<file path="src/rtl/clkgen_if.sv">
// Front-panel request / phase-pulse bundle between the panel logic and the clock sequencer.
interface clkgen_if #(
   parameter int unsigned PHASES = 4,
   parameter int unsigned DIV_W  = 8
);
   logic              run_req;
   logic              halt_req;
   logic              step_req;
   logic [DIV_W-1:0]  div_sel;
   logic [PHASES-1:0] phase_en;
   logic              cycle_done;
   logic              running;
   logic              halted;

   modport master (
      output run_req, halt_req, step_req, div_sel,
      input  phase_en, cycle_done, running, halted
   );

   modport slave (
      input  run_req, halt_req, step_req, div_sel,
      output phase_en, cycle_done, running, halted
   );
endinterface

</file>
<file path="src/rtl/clkgen_ctrl.sv">
// Run/halt/single-step sequencer: divides clk by D+1 and emits one-hot phase pulses.
module clkgen_ctrl #(
   parameter int unsigned PHASES = 4,
   parameter int unsigned DIV_W  = 8
) (
   input  logic      clk,
   input  logic      nrst,
   clkgen_if.slave   bus
);
   localparam int unsigned IDX_W = (PHASES > 1) ? $clog2(PHASES) : 1;
   localparam logic [IDX_W-1:0] LAST_IDX = IDX_W'(PHASES - 1);

   typedef enum logic [1:0] {HALTED, RUN, STEP, DRAIN} state_e;

   state_e            state_q, state_d;
   logic [IDX_W-1:0]  idx_q, idx_d;
   logic [DIV_W-1:0]  cnt_q, cnt_d;
   logic [DIV_W-1:0]  div_q, div_d;
   logic              run_q, halt_q, step_q;
   logic [PHASES-1:0] phase_en_q, phase_en_d;
   logic              cycle_done_q, cycle_done_d;
   logic              running_q, running_d;
   logic              halted_q, halted_d;

   logic run_e, halt_e, step_e, tick, last;

   // Next-state, divider and phase-pulse generation.
   always_comb begin
      state_d      = state_q;
      idx_d        = idx_q;
      cnt_d        = cnt_q;
      div_d        = div_q;
      phase_en_d   = '0;
      cycle_done_d = 1'b0;

      run_e  = bus.run_req  & ~run_q;
      halt_e = bus.halt_req & ~halt_q;
      step_e = bus.step_req & ~step_q;
      tick   = (cnt_q == div_q);
      last   = tick && (idx_q == LAST_IDX);

      case (state_q)
         HALTED: begin
            idx_d = '0;
            cnt_d = '0;
            // halt edge is a no-op here; step wins over run
            if (step_e) begin
               state_d = STEP;
               div_d   = bus.div_sel;
            end else if (run_e) begin
               state_d = RUN;
               div_d   = bus.div_sel;
            end
         end
         RUN, STEP, DRAIN: begin
            if (tick) begin
               cnt_d      = '0;
               phase_en_d = PHASES'(1) << idx_q;
               idx_d      = last ? '0 : idx_q + IDX_W'(1);
            end else begin
               cnt_d = cnt_q + DIV_W'(1);
            end
            // ratio changes only land on an instruction-cycle boundary
            if (last) begin
               div_d        = bus.div_sel;
               cycle_done_d = 1'b1;
            end
            if (state_q == RUN) begin
               if (halt_e) state_d = last ? HALTED : DRAIN;
            end else if (last) begin
               state_d = HALTED;
            end
         end
         default: state_d = HALTED;
      endcase

      running_d = (state_d != HALTED);
      halted_d  = (state_d == HALTED);
   end

   // State, divider and registered outputs.
   always_ff @(posedge clk or negedge nrst) begin
      if (!nrst) begin
         state_q      <= HALTED;
         idx_q        <= '0;
         cnt_q        <= '0;
         div_q        <= '0;
         run_q        <= 1'b0;
         halt_q       <= 1'b0;
         step_q       <= 1'b0;
         phase_en_q   <= '0;
         cycle_done_q <= 1'b0;
         running_q    <= 1'b0;
         halted_q     <= 1'b1;
      end else begin
         state_q      <= state_d;
         idx_q        <= idx_d;
         cnt_q        <= cnt_d;
         div_q        <= div_d;
         run_q        <= bus.run_req;
         halt_q       <= bus.halt_req;
         step_q       <= bus.step_req;
         phase_en_q   <= phase_en_d;
         cycle_done_q <= cycle_done_d;
         running_q    <= running_d;
         halted_q     <= halted_d;
      end
   end

   assign bus.phase_en   = phase_en_q;
   assign bus.cycle_done = cycle_done_q;
   assign bus.running    = running_q;
   assign bus.halted     = halted_q;
endmodule
</file>
<file path="src/flat_wrapper.sv">
// flat-port wrapper written by rule: the top's interface ports become plain ports
module clkgen_ctrl_flat 
#(
   parameter int unsigned PHASES = 4,
   parameter int unsigned DIV_W  = 8
)
  (clk, nrst, bus_run_req, bus_halt_req, bus_step_req, bus_div_sel, bus_phase_en, bus_cycle_done, bus_running, bus_halted);
  clkgen_if #(.PHASES(PHASES), .DIV_W(DIV_W)) bus_i ();
  input  logic clk;
  input  logic nrst;
  input wire logic [$bits(bus_i.run_req)-1:0] bus_run_req;
  input wire logic [$bits(bus_i.halt_req)-1:0] bus_halt_req;
  input wire logic [$bits(bus_i.step_req)-1:0] bus_step_req;
  input wire logic [$bits(bus_i.div_sel)-1:0] bus_div_sel;
  output wire logic [$bits(bus_i.phase_en)-1:0] bus_phase_en;
  output wire logic [$bits(bus_i.cycle_done)-1:0] bus_cycle_done;
  output wire logic [$bits(bus_i.running)-1:0] bus_running;
  output wire logic [$bits(bus_i.halted)-1:0] bus_halted;
  assign bus_i.run_req = bus_run_req;
  assign bus_i.halt_req = bus_halt_req;
  assign bus_i.step_req = bus_step_req;
  assign bus_i.div_sel = bus_div_sel;
  assign bus_phase_en = bus_i.phase_en;
  assign bus_cycle_done = bus_i.cycle_done;
  assign bus_running = bus_i.running;
  assign bus_halted = bus_i.halted;
  clkgen_ctrl #(.PHASES(PHASES), .DIV_W(DIV_W)) u_core (.clk(clk), .nrst(nrst), .bus(bus_i));
endmodule
</file>
<file path="config.mk">
export PLATFORM = sky130hd
export DESIGN_NAME = clkgen_ctrl_flat
export DESIGN_NICKNAME = d
export VERILOG_FILES = /design/src/rtl/clkgen_if.sv /design/src/rtl/clkgen_ctrl.sv /design/src/flat_wrapper.sv
export SDC_FILE = /design/constraint.sdc
export NUM_CORES = 1
export LEC_CHECK = 0
export CAP_MARGIN = 20
export CORE_UTILIZATION = 30
export DETAILED_ROUTE_END_ITERATION = 12
export PLACE_DENSITY = 0.57
export REMOVE_ABC_BUFFERS = 1
export SLEW_MARGIN = 10
export SYNTH_ARGS = -nofsm -noshare
export SYNTH_HDL_FRONTEND = slang
export SYNTH_SLANG_ARGS = --single-unit
</file>
<file path="constraint.sdc">
create_clock -name clk -period 2.65 [get_ports clk]
set_clock_uncertainty 0.2 [all_clocks]
set_input_delay 0.265 -clock clk [delete_from_list [all_inputs] [get_ports clk]]
set_output_delay 0.265 -clock clk [all_outputs]
set_load 0.05 [all_outputs]
</file>
==> results of run 1 <==
[layer usage]
metal	track usage	vias up	part of all wire
met5	0	-	0
met4	0.0544	0	0.021
met3	0.0585	6	0.057
met2	0.177	19	0.48
met1	0.138	412	0.44
li1	-	419	-
[final timing paths]
kind | end | slack, ps | depth (start not counted)
worst max-delay path | u_core.bus.phase_en[2] | 580 | 4
worst min-delay path | u_core.cnt_q[7] | 170 | 2
worst max register to register | u_core.bus.phase_en[2] | 580 | 4
worst min register to register | u_core.cnt_q[0] | 310 | 1
max in group asynchronous | u_core.bus.halted | 1770 | 2
min in group clk | u_core.halt_q | 250 | 1
[cells by family after synthesis]
kind of cell | count (synthesis) | share of synthesized area
buf+inv | 6 | 0.0223
mux | 8 | 0.0669
fa+ha+maj | 5 | 0.0464
simple gates | 34 | 0.165
xor+xnor | 14 | 0.0910
compound gates | 10 | 0.0687
flops | 29 | 0.539
[synthesized netlist by cell type]
master and number:
nand2b_1 2, clkbuf_1 2, nand2_1 1, nor2_1 2
a211o_1 1, a41oi_4 1, or2_2 1, xor2_1 11
and2_1 3, ha_1 5, a21o_1 2, a311oi_1 1
nand3_1 5, nor4_4 2, buf_4 2, a21oi_1 3
dfstp_2 1, inv_1 2, and3_1 6, nand4_1 1
nor3_1 7, nor2b_1 2, dfrtp_1 28, mux2_2 8
nor3b_1 2, a211oi_1 1, xnor2_1 3, a221o_1 1
[power groups by stage]
stage	logic, mW	clock network [mW]	registers (mW)
2_1_floorplan	0.259	0	0.596
6_report	0.333	0.397	0.603
3_5_place_dp	0.333	0	0.611
5_1_grt	0.377	0.433	0.620
4_1_cts	0.338	0.411	0.604
3_3_place_gp	0.329	0	0.609
[stage by stage]
stage                     worst slack, ps  power [mW]  hold slack, ps  instance area (µm²)  std cells
final                                 579        1.33             174                 1700        183
after detailed placement              591       0.944             301                 1600        175
after global routing                  432        1.43             195                 1700        183
after floorplan                       784       0.856            -231                 1330        102
after CTS                             571        1.35             184                 1700        183
after global placement                608       0.938             299                 1600        175
[cell type report]
| class | count | area, µm² | area share |
|---|---|---|---|
| timing repair buffer | 21 | 205 | 0.121 |
| multi-input combinational | 71 | 591 | 0.348 |
| inverter | 2 | 7.51 | 0.00442 |
| sequential | 29 | 727 | 0.428 |
| clock inverter | 1 | 5.00 | 0.00295 |
| tap | 52 | 65.1 | 0.0383 |
| clock buffer | 7 | 96.3 | 0.0568 |
[registers in the layout, summed over array words and instances, names as in the netlist]
signal and cells:
u_core.halt_q 1, u_core.bus.halted 1, u_core.cnt_q 8, u_core.state_q 2, u_core.bus.phase_en 3, u_core.idx_q 2
u_core.bus.cycle_done 1, u_core.div_q 8, u_core.step_q 1, u_core.run_q 1, u_core.bus.running 1
==> impl_metrics.env, run 1 <==
export IMPL_yosysUniqueCellTypes=28
export IMPL_synth_cells=106
export IMPL_ys_ff_latch=29
export IMPL_grt_overflow=0
export IMPL_irDropWorstVdd_mv=0.457
export IMPL_drtPass1Iterations=4
export IMPL_clk_latency_ps=280
export IMPL_drc=0
export IMPL_period_share=0.781
export IMPL_cts_sinks=29
export IMPL_setup_violations=0
export IMPL_synth_warnings=0
export IMPL_critPathKind="reg2reg"
export IMPL_fill_cells=426
export IMPL_postCtsSetupBuffers=0
export IMPL_viasPerCell=4.68
export IMPL_reg2reg_from="u_core.cnt_q[5]"
export IMPL_dieWidth_um=69.0
export IMPL_fin_util=0.392
export IMPL_rows=24
export IMPL_hold_viol=0
export IMPL_startpoint="u_core.cnt_q[5]"
export IMPL_fp_dieH_um=69.0
export IMPL_final_setup_tns_ps=0
export IMPL_swShare=0.314
export IMPL_drt_iter0_drc=25
export IMPL_drive_gt1_frac=0.176
export IMPL_clock_path_buffers=2
export IMPL_hp_class="in2async"
export IMPL_seq_area_frac_synth=0.539
export IMPL_cts_resized=0
export IMPL_seqPwrFrac=0.452
export IMPL_status="completed"
export IMPL_dieArea_mm2=0.00476
export IMPL_max_stage_delay_ps=490
export IMPL_leakage_nw=0.736
export IMPL_path_cells="xor2_1, nor4_4, and2_1, and3_1"
export IMPL_start_util=0.312
export IMPL_final_common_cell="dfrtp_1"
export IMPL_synth_area_mm2=0.00135
export IMPL_maxSlewViolCount=0
export IMPL_arrival_ps=2090
export IMPL_crit_required_ps=2670
export IMPL_critical_path_max_fanout=13
export IMPL_max_slew_margin_rel=0.667
export IMPL_nets=148
export IMPL_drtAntennaViolNets=0
export IMPL_grt_pass1_vias=908
export IMPL_critPathLaunchType="register"
export IMPL_p_clk_frac=0.297
export IMPL_clock_root_buffer="clkbuf_8"
export IMPL_min_period_ps=2070
export IMPL_core_area_mm2=0.00432
export IMPL_num_vias=856
export IMPL_maxCapViolCount=0
export IMPL_cts_hold_buf=0
export IMPL_fmax_ghz=0.483
export IMPL_endpoint_kind="register"
export IMPL_path_clk_slew_ps=60
export IMPL_numPortBuffers=19
export IMPL_power_density_mw_per_mm2=786
export IMPL_hpwl_um=1630
export IMPL_area_growth_pct=25.9
export IMPL_antenna_found_initial=0
export IMPL_io_pins=20
export IMPL_syn_avg_cell_area_um2=12.7
export IMPL_power_switching_uw=419
export IMPL_antenna_cells=0
export IMPL_rsz0062_at_grt="no"
export IMPL_grt_max_degree=30
export IMPL_path_buf_inv=0
export IMPL_final_cell_mix="dfrtp_1, clkdlybuf4s50_1, xor2_1"
export IMPL_netlist_top_cells_area="dfrtp_1, xor2_1, mux2_2, ha_1, nor4_4"
export IMPL_cts_tree="built"
export IMPL_internal_power_uw=914
export IMPL_synth_top_cell_by_area="dfrtp_1"
export IMPL_cts_max_level=2
export IMPL_wl_per_cell_um=12.8
export IMPL_power_frac_comb=0.250
export IMPL_numCtsBuffers=5
export IMPL_cp_slowest_cell="nor4_4"
export IMPL_grt_pass1_wl_um=4280
export IMPL_worst_slew_pin_slew_ps=497
export IMPL_routabilityCongestion=0.769
export IMPL_track_usage=0.117
export IMPL_routed_wl_um=2340
export IMPL_synth_top_cell_area_share=0.520
export IMPL_crit_family="simple AND/OR/NAND/NOR gates"
(Power assumes the default switching activity.)
==> inputs of run 2 (changes only) <==
==> constraint.sdc (replaced) <==
create_clock -name clk -period 2.2 [get_ports clk]
set_clock_uncertainty 0.2 [all_clocks]
set_input_delay 0.22 -clock clk [delete_from_list [all_inputs] [get_ports clk]]
set_output_delay 0.22 -clock clk [all_outputs]
set_load 0.05 [all_outputs]
==> run 2 against run 1 <==
Effect of this change:
- via count increased by 3.4%
- clock power up 22%
- first-iteration DRC count up 44%
- flip-flop and latch count unchanged
- sequential power is 21% higher
- clock-buffer cell count unchanged
- die area unchanged
- critical path depth stayed put
- final cell count is 1.1% higher
==> impl_metrics.env, run 2 (synthesized netlist as in run 1, its figures left out) <==
export IMPL_critPathLaunchType="register"
export IMPL_fp_dieH_um=69.0
export IMPL_status="completed"
export IMPL_drc=0
export IMPL_min_period_ps=2040
export IMPL_nets=150
export IMPL_track_usage=0.112
export IMPL_maxCapViolCount=0
export IMPL_layout_cells_non_filler=185
export IMPL_cts_hold_buf=0
export IMPL_drtPass1Iterations=5
export IMPL_crit_family="simple AND/OR/NAND/NOR gates"
export IMPL_viasPerCell=4.78
export IMPL_dieArea_mm2=0.00476
export IMPL_clock_root_buffer="clkbuf_8"
export IMPL_core_area_mm2=0.00432
export IMPL_critPathKind="reg2reg"
export IMPL_numPortBuffers=19
export IMPL_wl_per_cell_um=13.0
export IMPL_numCtsBuffers=5
export IMPL_area_growth_pct=27.0
export IMPL_cts_sinks=29
export IMPL_routabilityCongestion=0.746
export IMPL_leakage_nw=0.747
export IMPL_postCtsSetupBuffers=0
export IMPL_antenna_found_initial=0
export IMPL_final_common_cell="dfrtp_1"
export IMPL_hpwl_um=1750
export IMPL_hp_class="in2async"
export IMPL_grt_overflow=0
export IMPL_grt_pass1_wl_um=4090
export IMPL_cp_slowest_cell="nor4_4"
export IMPL_cts_tree="built"
export IMPL_fmax_ghz=0.491
export IMPL_maxSlewViolCount=0
export IMPL_routed_wl_um=2400
export IMPL_path_buf_inv=0
export IMPL_dieWidth_um=69.0
export IMPL_final_cell_mix="dfrtp_1, clkdlybuf4s50_1, xor2_1"
export IMPL_path_clk_slew_ps=60
export IMPL_final_setup_tns_ps=0
export IMPL_arrival_ps=2000
export IMPL_hold_viol=0
export IMPL_power_density_mw_per_mm2=945
export IMPL_rsz0062_at_grt="no"
export IMPL_rows=24
export IMPL_max_slew_margin_rel=0.672
export IMPL_worst_slew_pin_slew_ps=491
export IMPL_cts_resized=0
export IMPL_grt_max_degree=30
export IMPL_grt_pass1_vias=886
export IMPL_max_stage_delay_ps=490
export IMPL_endpoint_kind="register"
export IMPL_drtAntennaViolNets=0
export IMPL_num_vias=885
export IMPL_dp_cells=177
export IMPL_drive_gt1_frac=0.188
export IMPL_power_mw=1.62
export IMPL_clock_path_buffers=2
export IMPL_path_cells="xor2_1, nor4_4, a41oi_4, mux2_2"
export IMPL_irDropWorstVdd_mv=0.453
export IMPL_io_pins=20
export IMPL_period_share=0.926
export IMPL_clk_latency_ps=280
export IMPL_antenna_cells=0
export IMPL_crit_required_ps=2160
export IMPL_start_util=0.312
export IMPL_drt_iter0_drc=36
export IMPL_setup_violations=0
export IMPL_cts_max_level=2
export IMPL_critical_path_max_fanout=8
[run 2: cell count changes in the layout (fill, tap and decap cells not counted), sizes merged]
cell and change:
buf +2
[run 2: layout make-up]
| cell class | count | area, µm² |
|---|---|---|
| clock inverter | 1 | 5.00 |
| fill | 431 | 2610 |
| clock buffer | 7 | 96.3 |
| tap | 52 | 65.1 |
| inverter | 2 | 7.51 |
| multi-input combinational | 71 | 591 |
| sequential | 29 | 727 |
| timing repair buffer | 23 | 220 |
[run 2: worst paths after layout]
path | startpoint | end | slack (ps) | cells past startpoint
hold reg to reg | u_core.cnt_q[0] | u_core.cnt_q[0] | 310 | 1
hold / removal | nrst | u_core.halt_q | 120 | 2
setup / recovery | u_core.cnt_q[6] | u_core.div_q[2] | 160 | 4
setup reg to reg | u_core.cnt_q[6] | u_core.div_q[2] | 160 | 4
min in group clk | bus_halt_req | u_core.halt_q | 200 | 1
max in group asynchronous | nrst | u_core.bus.halted | 1370 | 2
[run 2: through the flow]
| stage | utilization | worst slack (ps) | hold slack (ps) | instance area (µm²) |
|---|---|---|---|---|
| detailed placement | 0.372 | 148 | 316 | 1610 |
| floorplan | - | 334 | -276 | 1330 |
| global placement | 0.372 | 190 | 306 | 1610 |
| global route | 0.396 | 28.4 | 168 | 1710 |
| CTS | 0.396 | 134 | 141 | 1710 |
| finish | 0.396 | 163 | 123 | 1710 |
[run 2: power breakdown]
part	internal [mW]	total, mW	switching (mW)
registers	0.626	0.730	0.103
logic	0.194	0.403	0.209
clock network	0.282	0.484	0.202
[run 2: routing by layer]
| layer | vias to the layer above | track usage | wire length (µm) |
|---|---|---|---|
| met2 | 21 | 0.177 | 1160 |
| met5 | - | 0 | 0 |
| li1 | 424 | - | - |
| met1 | 435 | 0.130 | 1060 |
| met4 | 0 | 0.0544 | 51 |
| met3 | 5 | 0.0482 | 120 |
